$ cat config.mk
export PLATFORM = sky130hd
export DESIGN_NAME = leitor_teclado
export DESIGN_NICKNAME = d
export VERILOG_FILES = /design/src/rtl/leitor_teclado.sv
export SDC_FILE = /design/constraint.sdc
export NUM_CORES = 1
export LEC_CHECK = 0
export BUFFER_PORTS_ARGS = -buffer_cell sky130_fd_sc_hd__clkbuf_2
export CAP_MARGIN = 20
export CORE_ASPECT_RATIO = 1.2
export CORE_UTILIZATION = 31
export CTS_BUF_LIST = sky130_fd_sc_hd__clkbuf_8
export DETAILED_ROUTE_END_ITERATION = 10
export PLACE_DENSITY = 0.47
export SYNTH_ARGS = -nofsm -noshare
export SYNTH_HDL_FRONTEND = slang
export SYNTH_SLANG_ARGS = --single-unit
$ cat constraint.sdc
create_clock -name clk -period 5.9 [get_ports clk]
set_input_delay 1.18 -clock clk [delete_from_list [all_inputs] [get_ports clk]]
set_output_delay 1.18 -clock clk [all_outputs]
set_load 0.01 [all_outputs]
$ cat src/rtl/leitor_teclado.sv
// 4x4 keypad scanner: drives one column low at a time, debounces the returned
// row, and emits one ready pulse with the hex code per physical key press.
module leitor_teclado #(
  parameter int SCAN_DIV        = 1000,
  parameter int DEBOUNCE_CYCLES = 50000
) (
  input  logic       clk,
  input  logic       rst_n,
  input  logic [3:0] linhas,
  output logic [3:0] colunas,
  output logic [3:0] valor,
  output logic       ready
);

  localparam int CNT_MAX = (SCAN_DIV > DEBOUNCE_CYCLES) ? SCAN_DIV : DEBOUNCE_CYCLES;
  localparam int CW      = $clog2(CNT_MAX);
  localparam logic [CW-1:0] SCAN_LAST = CW'(SCAN_DIV - 1);
  localparam logic [CW-1:0] DEB_LAST  = CW'(DEBOUNCE_CYCLES - 1);

  typedef enum logic [1:0] {VARRE, FILTRA, EMITE, SOLTA} state_t;

  state_t          state_q, state_d;
  logic [3:0]      sync1_q, sync2_q;
  logic [CW-1:0]   cnt_q, cnt_d;
  logic [1:0]      col_q, col_d;
  logic [1:0]      row_q, row_d;
  logic [3:0]      valor_q, valor_d;
  logic            ready_q, ready_d;
  logic [1:0]      first_low;
  logic [3:0]      code;

  always_ff @(posedge clk or negedge rst_n) begin
    if (!rst_n) begin
      state_q <= VARRE;
      sync1_q <= 4'b1111;
      sync2_q <= 4'b1111;
      cnt_q   <= '0;
      col_q   <= 2'd0;
      row_q   <= 2'd0;
      valor_q <= 4'h0;
      ready_q <= 1'b0;
    end else begin
      state_q <= state_d;
      sync1_q <= linhas;
      sync2_q <= sync1_q;
      cnt_q   <= cnt_d;
      col_q   <= col_d;
      row_q   <= row_d;
      valor_q <= valor_d;
      ready_q <= ready_d;
    end
  end

  // Lowest-index low row wins when several keys share the scanned column.
  always_comb begin
    first_low = 2'd0;
    for (int i = 3; i >= 0; i--) begin
      if (!sync2_q[i]) first_low = 2'(i);
    end
  end

  always_comb begin
    case ({row_q, col_q})
      4'h0: code = 4'h1;  4'h1: code = 4'h2;  4'h2: code = 4'h3;  4'h3: code = 4'hA;
      4'h4: code = 4'h4;  4'h5: code = 4'h5;  4'h6: code = 4'h6;  4'h7: code = 4'hB;
      4'h8: code = 4'h7;  4'h9: code = 4'h8;  4'hA: code = 4'h9;  4'hB: code = 4'hC;
      4'hC: code = 4'hE;  4'hD: code = 4'h0;  4'hE: code = 4'hF;  default: code = 4'hD;
    endcase
  end

  always_comb begin
    state_d = state_q;
    cnt_d   = cnt_q;
    col_d   = col_q;
    row_d   = row_q;
    valor_d = valor_q;
    ready_d = 1'b0;
    case (state_q)
      VARRE: begin
        if (cnt_q == SCAN_LAST) begin
          cnt_d = '0;
          if (sync2_q != 4'b1111) begin
            row_d   = first_low;
            state_d = FILTRA;
          end else begin
            col_d = col_q + 2'd1;
          end
        end else begin
          cnt_d = cnt_q + CW'(1);
        end
      end
      FILTRA: begin
        if (sync2_q[row_q]) begin
          state_d = VARRE;
          col_d   = col_q + 2'd1;
          cnt_d   = '0;
        end else if (cnt_q == DEB_LAST) begin
          // ready and valor are registered so both appear in the EMITE cycle.
          state_d = EMITE;
          cnt_d   = '0;
          ready_d = 1'b1;
          valor_d = code;
        end else begin
          cnt_d = cnt_q + CW'(1);
        end
      end
      EMITE: state_d = SOLTA;
      SOLTA: begin
        if (sync2_q != 4'b1111) begin
          cnt_d = '0;
        end else if (cnt_q == DEB_LAST) begin
          state_d = VARRE;
          col_d   = col_q + 2'd1;
          cnt_d   = '0;
        end else begin
          cnt_d = cnt_q + CW'(1);
        end
      end
      default: state_d = VARRE;
    endcase
  end

  always_comb begin
    colunas = ~(4'b0001 << col_q);
    valor   = valor_q;
    ready   = ready_q;
  end

endmodule

==> impl_results.html, run 1 <==
<table>
<tr><th>Metric</th><th>Value</th></tr>
<tr><th colspan="2">Outcome</th></tr>
<tr><td>Result of the run</td><td>completed</td></tr>
<tr><th colspan="2">Synth</th></tr>
<tr><td>Combined area of all synthesized cells</td><td>a little under 2000 µm²</td></tr>
<tr><td>Number of different library cells in the post-synthesis netlist</td><td>49</td></tr>
<tr><td>Average cell area after synthesis</td><td>between 9 and 10 µm²</td></tr>
<tr><td>Leading register cell type out of synthesis</td><td>sky130_fd_sc_hd__dfrtp_1</td></tr>
<tr><td>Cell types with the largest area share after synthesis</td><td>sky130_fd_sc_hd__dfrtp_1 (35%), sky130_fd_sc_hd__dfstp_2 (11%), sky130_fd_sc_hd__nand2_1 (5.2%)</td></tr>
<tr><td>Synthesis warning total</td><td>0</td></tr>
<tr><td>Cell count after synthesis</td><td>203</td></tr>
<tr><td>Portion of the post-synthesis area used by sequential elements</td><td>0.458</td></tr>
<tr><td>Async set-or-reset flop fraction in the synthesized netlist</td><td>1.00</td></tr>
<tr><td>Number of synthesized flops with an enable pin</td><td>0</td></tr>
<tr><td>Synth Register Bits</td><td>35</td></tr>
<tr><td>Top cell type's share of synthesized area</td><td>0.350</td></tr>
<tr><td>Cell type with the highest aggregate area in the netlist</td><td>sky130_fd_sc_hd__dfrtp_1</td></tr>
<tr><td>Net count after synthesis</td><td>216</td></tr>
<tr><th colspan="2">STA</th></tr>
<tr><td>Period minus WS final</td><td>roughly 2700 ps</td></tr>
<tr><td>Finish-stage setup viols</td><td>0</td></tr>
<tr><td>Max_slew headroom</td><td>0.406</td></tr>
<tr><td>Worst Setup Slack, final</td><td>around 3200 ps</td></tr>
<tr><td>Actual transition at the worst max-transition pin</td><td>891 ps</td></tr>
<tr><td>Unrepaired setup endpoints after global routing</td><td>false</td></tr>
<tr><td>Fmax</td><td>about 370 MHz</td></tr>
<tr><td>Total Negative Setup Slacks</td><td>0 ps</td></tr>
<tr><td>Setup clock skew after layout</td><td>~4.1 ps</td></tr>
<tr><td>Hold Fails Final Rpt</td><td>0</td></tr>
<tr><td>Final period util</td><td>0.464</td></tr>
<tr><td>Fin. max-slew vios</td><td>0</td></tr>
<tr><th colspan="2">Hold path</th></tr>
<tr><td>Path type of the worst min-delay path</td><td>reg2reg</td></tr>
<tr><th colspan="2">Place</th></tr>
<tr><td>Placer Congestion</td><td>roughly 0.78</td></tr>
<tr><td>DP Area</td><td>2070 µm²</td></tr>
<tr><td>PortBufs</td><td>14</td></tr>
<tr><td>Setup slack after placement</td><td>approximately 3200 ps</td></tr>
<tr><td>HPWL Detailed</td><td>between 2000 and 3000 µm</td></tr>
<tr><th colspan="2">Critical path</th></tr>
<tr><td>Critical Path End Type</td><td>flip-flop</td></tr>
<tr><td>CP max FO</td><td>13</td></tr>
<tr><td>Classification of the worst setup path</td><td>reg2reg</td></tr>
<tr><td>Arrival time reported for the critical path endpoint</td><td>2920 ps</td></tr>
<tr><td>Req. time, crit path</td><td>6090 ps</td></tr>
<tr><td>Type of element launching the critical path</td><td>flip-flop</td></tr>
<tr><th colspan="2">Final layout</th></tr>
<tr><td>Final instance area</td><td>~2200 µm²</td></tr>
<tr><td>Number of fill cells in the layout</td><td>between 600 and 700</td></tr>
<tr><td>Layout cell share with drive strength beyond 1</td><td>0.180</td></tr>
<tr><td>Diodes inserted</td><td>0</td></tr>
<tr><td>Synthesis-to-layout area growth</td><td>13.1%</td></tr>
<tr><td>Most frequent cells in the layout</td><td>sky130_fd_sc_hd__nand2_1 (27), sky130_fd_sc_hd__dfrtp_1 (27), sky130_fd_sc_hd__o21ai_0 (14), sky130_fd_sc_hd__clkbuf_2 (14)</td></tr>
<tr><td>Number of nets in the layout</td><td>roughly 230</td></tr>
<tr><th colspan="2">Global routing</th></tr>
<tr><td>Met3 usage in global routing</td><td>0.0421</td></tr>
<tr><td>Aggregate global-route resource usage</td><td>0.143</td></tr>
<tr><td>Gr busiest metal</td><td>met2</td></tr>
<tr><td>Number of global-route vias before repair</td><td>between 1,000 and 1,500</td></tr>
<tr><td>Maximum number of pins on one net before global-route repair</td><td>36</td></tr>
<tr><td>Met2 Use GR</td><td>0.228</td></tr>
<tr><td>Met1 track utilization from global routing</td><td>0.180</td></tr>
<tr><td>Global route overflow</td><td>0</td></tr>
<tr><td>First-pass GRT wire length</td><td>around 7000 µm</td></tr>
<tr><td>Number of antenna violations at the first check in global routing</td><td>0</td></tr>
<tr><th colspan="2">Clocking</th></tr>
<tr><td>Max H-tree Level</td><td>2</td></tr>
<tr><td>Clock Latency Late Sink</td><td>between 200 and 300 ps</td></tr>
<tr><td>TritonCTS clock tree</td><td>yes</td></tr>
<tr><td>Clock transition at the registers of the reported paths</td><td>roughly 80 ps</td></tr>
<tr><td>Number of gates given a new drive strength after cts</td><td>0</td></tr>
<tr><td>Number of buffers on the longest clock path</td><td>2</td></tr>
<tr><td>Count of hold buffers inserted by post-cts repair</td><td>0</td></tr>
<tr><td>Root buffer cell</td><td>sky130_fd_sc_hd__clkbuf_8</td></tr>
<tr><td>Clock Sinks</td><td>35</td></tr>
<tr><td>Number of clock buffers inserted by TritonCTS</td><td>5</td></tr>
<tr><td>Post-CTS Repair Setup Buffers</td><td>0</td></tr>
<tr><th colspan="2">Routing</th></tr>
<tr><td>Average wire length per cell after detail routing</td><td>13.9 µm</td></tr>
<tr><td>Wirelength, routed</td><td>4160 µm</td></tr>
<tr><td>Drt via density</td><td>around 5</td></tr>
<tr><td>Residual DRC</td><td>0</td></tr>
<tr><td>Pre-antenna DRT Iters</td><td>4</td></tr>
<tr><td>Number of DRC markers in iteration 0</td><td>52</td></tr>
<tr><td>Vias</td><td>between 1,500 and 2,000</td></tr>
<tr><td>Antenna violation net count after detailed routing</td><td>0</td></tr>
<tr><th colspan="2">Die</th></tr>
<tr><td>Area enclosed by the die boundary</td><td>6560 µm²</td></tr>
<tr><td>Core Footprint</td><td>around 6000 µm²</td></tr>
<tr><td>Number of core rows</td><td>31</td></tr>
<tr><td>Die extent in y</td><td>~90 µm</td></tr>
<tr><td>Number of primary I/O pins</td><td>15</td></tr>
<tr><td>Starting Density</td><td>0.322</td></tr>
<tr><td>Width of the die</td><td>~74 µm</td></tr>
<tr><th colspan="2">Job</th></tr>
<tr><td>Max-cap violations</td><td>0</td></tr>
<tr><th colspan="2">Power</th></tr>
<tr><td>Static leakage</td><td>a little over 0.0009 µW</td></tr>
<tr><td>Total power divided by cell area</td><td>approximately 220 nW/µm²</td></tr>
<tr><td>Largest voltage drop on the vdd net</td><td>roughly 85 µV</td></tr>
</table>
## where the power goes
group | internal [µW] | switching (µW)
combinational | 2.51 | 6.48
clock | 126 | 95.4
sequential | 245 | 1.53
total | 373 | 103
## worst max-delay path, cell delays in order (launching register included)
cell,delay (ps)
sky130_fd_sc_hd__dfrtp_1,440
sky130_fd_sc_hd__or4b_1,550
sky130_fd_sc_hd__or4_1,660
sky130_fd_sc_hd__and3_1,390
sky130_fd_sc_hd__or2_2,370
sky130_fd_sc_hd__a41o_1,220
## through the flow
stage	hold slack [ps]	std cells	util	total power, µW
6_report	358	299	0.364	477
5_1_grt	363	299	0.364	499
4_1_cts	359	299	0.364	483
3_5_place_dp	347	291	0.345	261
3_3_place_gp	347	291	0.345	260
2_1_floorplan	345	203	-	253
## synth_stat cells, types with 4 or more instances
| cell | number |
|---|---|
| sky130_fd_sc_hd__a21oi_1 | 6 |
| sky130_fd_sc_hd__clkbuf_1 | 6 |
| sky130_fd_sc_hd__dfrtp_1 | 27 |
| sky130_fd_sc_hd__dfstp_2 | 8 |
| sky130_fd_sc_hd__ha_1 | 7 |
| sky130_fd_sc_hd__inv_1 | 11 |
| sky130_fd_sc_hd__mux2i_1 | 8 |
| sky130_fd_sc_hd__nand2_1 | 27 |
| sky130_fd_sc_hd__nand3_1 | 6 |
| sky130_fd_sc_hd__nand4_1 | 5 |
| sky130_fd_sc_hd__nor2_1 | 11 |
| sky130_fd_sc_hd__nor3_1 | 10 |
| sky130_fd_sc_hd__o211ai_1 | 4 |
| sky130_fd_sc_hd__o21ai_0 | 14 |
| sky130_fd_sc_hd__o22ai_1 | 4 |
## logic make-up after synthesis
| group | Yosys count | share of synthesized area |
|---|---|---|
| simple gates | 81 | 0.217 |
| compound gates | 46 | 0.159 |
| flops | 35 | 0.458 |
| buf+inv | 21 | 0.0460 |
| mux | 10 | 0.0608 |
| fa+ha+maj | 7 | 0.0453 |
| xor+xnor | 3 | 0.0136 |
## per-layer routing
metal,vias to the layer above,part of all wire
met1,712,0.47
met4,0,0.017
met5,-,0
li1,769,-
met3,5,0.031
met2,29,0.48
## area by class of cell
type,count,area [µm²],share of cell area
Sequential cell,35,886,0.405
Timing Repair Buffer,16,85.1,0.0389
Tap cell,82,103,0.0469
Multi-Input combinational cell,147,958,0.438
Clock buffer,5,68.8,0.0315
Clock inverter,3,43.8,0.0200
Inverter,11,41.3,0.0189
## path summary, 6_finish.rpt
path | start | to | slack [ps] | cells past startpoint
max | cnt_q[12]$_DFFE_PN0N_ | cnt_q[7]$_DFFE_PN0N_ | 3160 | 5
min | sync1_q[0]$_DFF_PN1_ | sync2_q[0]$_DFF_PN1_ | 360 | 0
max reg2reg | cnt_q[12]$_DFFE_PN0N_ | cnt_q[7]$_DFFE_PN0N_ | 3160 | 5
min reg2reg | sync1_q[0]$_DFF_PN1_ | sync2_q[0]$_DFF_PN1_ | 360 | 0
max in group asynchronous | rst_n | cnt_q[5]$_DFFE_PN0N_ | 4340 | 1
min in group asynchronous | rst_n | ready$_DFF_PN0_ | 1000 | 1
## state kept, by name, summed over array words and instances (netlist names), named ones only
| register | count |
|---|---|
| ready | 1 |
| col_q | 2 |
| sync1_q | 4 |
| cnt_q | 16 |
| sync2_q | 4 |
| state_q | 1 |
| valor | 4 |
| row_q | 2 |
(Power assumes the default switching activity.)
==> run 2: changes to the inputs <==
--- a/config.mk
+++ b/config.mk
@@ -5,13 +5,14 @@
 export SDC_FILE = /design/constraint.sdc
 export NUM_CORES = 1
 export LEC_CHECK = 0
+export ABC_AREA = 1
 export BUFFER_PORTS_ARGS = -buffer_cell sky130_fd_sc_hd__clkbuf_2
 export CAP_MARGIN = 20
 export CORE_ASPECT_RATIO = 1.2
 export CORE_UTILIZATION = 31
 export CTS_BUF_LIST = sky130_fd_sc_hd__clkbuf_8
 export DETAILED_ROUTE_END_ITERATION = 10
-export PLACE_DENSITY = 0.47
+export PLACE_DENSITY = 0.48
 export SYNTH_ARGS = -nofsm -noshare
 export SYNTH_HDL_FRONTEND = slang
 export SYNTH_SLANG_ARGS = --single-unit
==> constraint.sdc (replaced) <==
create_clock -name clk -period 2.3 [get_ports clk]
set_input_delay 0.46 -clock clk [delete_from_list [all_inputs] [get_ports clk]]
set_output_delay 0.46 -clock clk [all_outputs]
set_load 0.01 [all_outputs]
==> impl_results.html, run 2 <==
<table>
<tr><th>Metric</th><th>Value</th></tr>
<tr><th colspan="2">Power</th></tr>
<tr><td>Total power divided by cell area</td><td>approximately 520 nW/µm²</td></tr>
<tr><td>Static leakage</td><td>between 0.001 and 0.0015 µW</td></tr>
<tr><td>Largest voltage drop on the vdd net</td><td>286 µV</td></tr>
<tr><th colspan="2">Place</th></tr>
<tr><td>HPWL Detailed</td><td>approximately 3700 µm</td></tr>
<tr><td>Placer Congestion</td><td>around 0.85</td></tr>
<tr><td>Setup slack after placement</td><td>about 620 ps</td></tr>
<tr><td>PortBufs</td><td>14</td></tr>
<tr><td>DP Area</td><td>between 2000 and 2500 µm²</td></tr>
<tr><td>Placed insts</td><td>just under 400</td></tr>
<tr><th colspan="2">Critical path</th></tr>
<tr><td>Slowest cell on the critical path</td><td>sky130_fd_sc_hd__dfrtp_1</td></tr>
<tr><td>Type of element launching the critical path</td><td>flip-flop</td></tr>
<tr><td>Reg-to-reg setup timing slack</td><td>between 600 and 700 ps</td></tr>
<tr><td>Crit path depth</td><td>4</td></tr>
<tr><td>Critical Path Start</td><td>col_q[0]$_DFFE_PN0P_</td></tr>
<tr><td>Critical-path cell list</td><td>inv_1 -&gt; ha_1 -&gt; inv_1 -&gt; clkbuf_2</td></tr>
<tr><td>Arrival time reported for the critical path endpoint</td><td>roughly 1300 ps</td></tr>
<tr><td>Most frequent cell on the critical path</td><td>sky130_fd_sc_hd__inv_1</td></tr>
<tr><td>Critical Path End Type</td><td>output port</td></tr>
<tr><td>Worst setup path endpoint</td><td>colunas[0]</td></tr>
<tr><td>Highest cell delay on the worst timing path</td><td>roughly 450 ps</td></tr>
<tr><td>Critical R2R Launch</td><td>cnt_q[0]$_DFFE_PN0N_</td></tr>
<tr><td>Buffers and inverters on the worst path</td><td>3</td></tr>
<tr><td>Family with the most delay on the worst path</td><td>flip-flops</td></tr>
<tr><td>Reg-to-reg critical path endpoint</td><td>cnt_q[11]$_DFFE_PN0N_</td></tr>
<tr><td>Cell depth of the worst flop-to-flop path</td><td>10</td></tr>
<tr><td>CP max FO</td><td>6</td></tr>
<tr><td>Req. time, crit path</td><td>~1800 ps</td></tr>
<tr><td>Classification of the worst setup path</td><td>reg2out</td></tr>
<tr><th colspan="2">STA</th></tr>
<tr><td>Worst Setup Slack, final</td><td>between 500 and 600 ps</td></tr>
<tr><td>Setup clock skew after layout</td><td>between 15 and 20 ps</td></tr>
<tr><td>Hold Fails Final Rpt</td><td>0</td></tr>
<tr><td>Finish-stage setup viols</td><td>0</td></tr>
<tr><td>Actual transition at the worst max-transition pin</td><td>between 300 and 400 ps</td></tr>
<tr><td>Fmax</td><td>564 MHz</td></tr>
<tr><td>Period minus WS final</td><td>1770 ps</td></tr>
<tr><td>Total Negative Setup Slacks</td><td>0 ps</td></tr>
<tr><td>Max_slew headroom</td><td>0.756</td></tr>
<tr><td>Unrepaired setup endpoints after global routing</td><td>false</td></tr>
<tr><td>Final period util</td><td>0.771</td></tr>
<tr><td>Fin. max-slew vios</td><td>0</td></tr>
<tr><th colspan="2">Synth</th></tr>
<tr><td>Number of synthesized flops with an enable pin</td><td>0</td></tr>
<tr><td>Fraction of synthesized area in multiplexers</td><td>0</td></tr>
<tr><td>Cell types with the largest area share after synthesis</td><td>sky130_fd_sc_hd__dfrtp_1 (32%), sky130_fd_sc_hd__nand2_1 (14%), sky130_fd_sc_hd__dfstp_2 (9.9%)</td></tr>
<tr><td>Basic-gate share of the synthesized area counting and, or, nand and nor cells</td><td>0.343</td></tr>
<tr><td>Portion of the post-synthesis area used by sequential elements</td><td>0.416</td></tr>
<tr><td>Top cell type's share of synthesized area</td><td>0.317</td></tr>
<tr><td>Synth Register Bits</td><td>35</td></tr>
<tr><td>Fraction of the mapped netlist area in adder cells</td><td>0.0412</td></tr>
<tr><td>Leading register cell type out of synthesis</td><td>sky130_fd_sc_hd__dfrtp_1</td></tr>
<tr><td>Most instantiated library cell after synthesis</td><td>sky130_fd_sc_hd__nand2_1</td></tr>
<tr><td>Cell type with the highest aggregate area in the netlist</td><td>sky130_fd_sc_hd__dfrtp_1</td></tr>
<tr><td>Ranking of synthesized cells by instance count</td><td>sky130_fd_sc_hd__nand2_1 (82), sky130_fd_sc_hd__nor2_1 (38), sky130_fd_sc_hd__inv_1 (33)</td></tr>
<tr><td>Compound-cell area share of the yosys netlist</td><td>0.0670</td></tr>
<tr><td>Synthesis warning total</td><td>0</td></tr>
<tr><td>Cell count after synthesis</td><td>about 290</td></tr>
<tr><td>Net count after synthesis</td><td>approximately 310</td></tr>
<tr><td>XOR/XNOR Fraction of Synth Area</td><td>0.0453</td></tr>
<tr><td>Average cell area after synthesis</td><td>about 7.3 µm²</td></tr>
<tr><td>Number of different library cells in the post-synthesis netlist</td><td>25</td></tr>
<tr><td>Dominant combinational cell family by area after synthesis</td><td>simple AND/OR/NAND/NOR gates</td></tr>
<tr><td>Combined area of all synthesized cells</td><td>around 2100 µm²</td></tr>
<tr><td>Async set-or-reset flop fraction in the synthesized netlist</td><td>1.00</td></tr>
<tr><th colspan="2">Clocking</th></tr>
<tr><td>Max H-tree Level</td><td>2</td></tr>
<tr><td>Clock Sinks</td><td>35</td></tr>
<tr><td>Number of gates given a new drive strength after cts</td><td>0</td></tr>
<tr><td>Root buffer cell</td><td>sky130_fd_sc_hd__clkbuf_8</td></tr>
<tr><td>Post-CTS Repair Setup Buffers</td><td>0</td></tr>
<tr><td>Number of clock buffers inserted by TritonCTS</td><td>5</td></tr>
<tr><td>TritonCTS clock tree</td><td>yes</td></tr>
<tr><td>Clock transition at the registers of the reported paths</td><td>approximately 90 ps</td></tr>
<tr><td>Clock Latency Late Sink</td><td>approximately 300 ps</td></tr>
<tr><td>Count of hold buffers inserted by post-cts repair</td><td>0</td></tr>
<tr><td>Number of buffers on the longest clock path</td><td>2</td></tr>
<tr><th colspan="2">Routing</th></tr>
<tr><td>Average wire length per cell after detail routing</td><td>12.0 µm</td></tr>
<tr><td>Antenna violation net count after detailed routing</td><td>0</td></tr>
<tr><td>Wirelength, routed</td><td>between 4000 and 5000 µm</td></tr>
<tr><td>Residual DRC</td><td>0</td></tr>
<tr><td>Pre-antenna DRT Iters</td><td>4</td></tr>
<tr><td>Number of DRC markers in iteration 0</td><td>78</td></tr>
<tr><td>Vias</td><td>approximately 1,800</td></tr>
<tr><td>Drt via density</td><td>4.47</td></tr>
<tr><th colspan="2">Hold path</th></tr>
<tr><td>Path type of the worst min-delay path</td><td>in2async</td></tr>
<tr><th colspan="2">Final layout</th></tr>
<tr><td>Flip-flop count of the largest register after layout</td><td>16</td></tr>
<tr><td>Number of nets in the layout</td><td>roughly 320</td></tr>
<tr><td>Register name with the most flops</td><td>cnt_q</td></tr>
<tr><td>Diodes inserted</td><td>0</td></tr>
<tr><td>Layout cell share with drive strength beyond 1</td><td>0.196</td></tr>
<tr><td>Number of fill cells in the layout</td><td>697</td></tr>
<tr><td>Most frequent cells in the layout</td><td>sky130_fd_sc_hd__nand2_1 (82), sky130_fd_sc_hd__nor2_1 (38), sky130_fd_sc_hd__inv_1 (33)</td></tr>
<tr><td>Fin cells</td><td>just under 400</td></tr>
<tr><td>Synthesis-to-layout area growth</td><td>12.5%</td></tr>
<tr><td>Final instance area</td><td>~2400 µm²</td></tr>
<tr><td>Most common cell after layout, fill and taps aside</td><td>sky130_fd_sc_hd__nand2_1</td></tr>
<tr><th colspan="2">Global routing</th></tr>
<tr><td>Number of global-route vias before repair</td><td>1,748</td></tr>
<tr><td>First-pass GRT wire length</td><td>slightly above 8000 µm</td></tr>
<tr><td>Aggregate global-route resource usage</td><td>0.148</td></tr>
<tr><td>Maximum number of pins on one net before global-route repair</td><td>23</td></tr>
<tr><td>Global route overflow</td><td>0</td></tr>
<tr><td>Number of antenna violations at the first check in global routing</td><td>0</td></tr>
<tr><th colspan="2">Die</th></tr>
<tr><td>Width of the die</td><td>slightly below 80 µm</td></tr>
<tr><td>Die extent in y</td><td>92.8 µm</td></tr>
<tr><td>Core Footprint</td><td>roughly 6500 µm²</td></tr>
<tr><td>Number of core rows</td><td>32</td></tr>
<tr><td>Number of primary I/O pins</td><td>15</td></tr>
<tr><td>Starting Density</td><td>0.326</td></tr>
<tr><td>Area enclosed by the die boundary</td><td>7200 µm²</td></tr>
<tr><th colspan="2">Job</th></tr>
<tr><td>Max-cap violations</td><td>0</td></tr>
<tr><th colspan="2">Outcome</th></tr>
<tr><td>Result of the run</td><td>completed</td></tr>
</table>
run 2: cell types whose count changed after synthesis, moves of 8 or more:
cell                      delta
sky130_fd_sc_hd__nor2_1     +27
sky130_fd_sc_hd__inv_1      +22
sky130_fd_sc_hd__o21ai_1     +9
sky130_fd_sc_hd__nand3_1    +13
sky130_fd_sc_hd__nand2_2    +13
sky130_fd_sc_hd__nand2_1    +55
sky130_fd_sc_hd__mux2i_1     -8
sky130_fd_sc_hd__xor2_1      +9
run 2: per-stage QoR:
stage	util	hold slack [ps]	power (µW)
after floorplan	-	164	651
after global placement	0.349	351	673
after detailed placement	0.349	348	673
after CTS	0.367	63.6	1270
after global routing	0.367	69.8	1290
final	0.367	47.8	1250
run 2: report_power, final:
| part | leakage [µW] | total (µW) | switching, µW | internal, µW |
|---|---|---|---|---|
| clock | 0.0000548 | 587 | 260 | 327 |
| sequential | 0.000447 | 633 | 4.68 | 628 |
| combinational | 0.000634 | 26.3 | 18.7 | 7.58 |
run 2: worst min-delay path by stage:
stage          depth (start not counted)                          to  slack [ps]            startpoint
2_1_floorplan                          0  asynchronous set/reset pin         160                 rst_n
5_1_grt                                1        valor[3]$_DFFE_PN0P_          70                 rst_n
3_5_place_dp                           0        sync2_q[3]$_DFF_PN1_         350  sync1_q[3]$_DFF_PN1_
4_1_cts                                1        valor[3]$_DFFE_PN0P_          60                 rst_n
3_3_place_gp                           0        sync2_q[3]$_DFF_PN1_         350  sync1_q[3]$_DFF_PN1_
6_report                               1        valor[3]$_DFFE_PN0P_          50                 rst_n
run 2: area by class of cell:
cell class | count | area (µm²) | area share
Clock inverter | 3 | 46.3 | 0.0193
Sequential cell | 35 | 886 | 0.370
Clock buffer | 5 | 68.8 | 0.0287
Timing Repair Buffer | 16 | 85.1 | 0.0355
Inverter | 39 | 146 | 0.0611
Tap cell | 85 | 106 | 0.0444
Multi-Input combinational cell | 213 | 1060 | 0.441
run 2: per-layer routing:
layer | global-route usage | share of wire | up-vias
met5 | 0 | 0 | -
met4 | 0.0645 | 0.019 | 0
met3 | 0.0296 | 0.023 | 7
met2 | 0.261 | 0.51 | 23
met1 | 0.172 | 0.45 | 806
li1 | - | - | 936
run 2: kinds of logic after synthesis:
kind of cell / count (synthesis)
AO/OA/AOI/OAI: 27
XOR/XNOR: 11
adder cells (fa/ha/maj): 7
buffers and inverters: 44
flip-flops: 35
AND/OR/NAND/NOR: 168
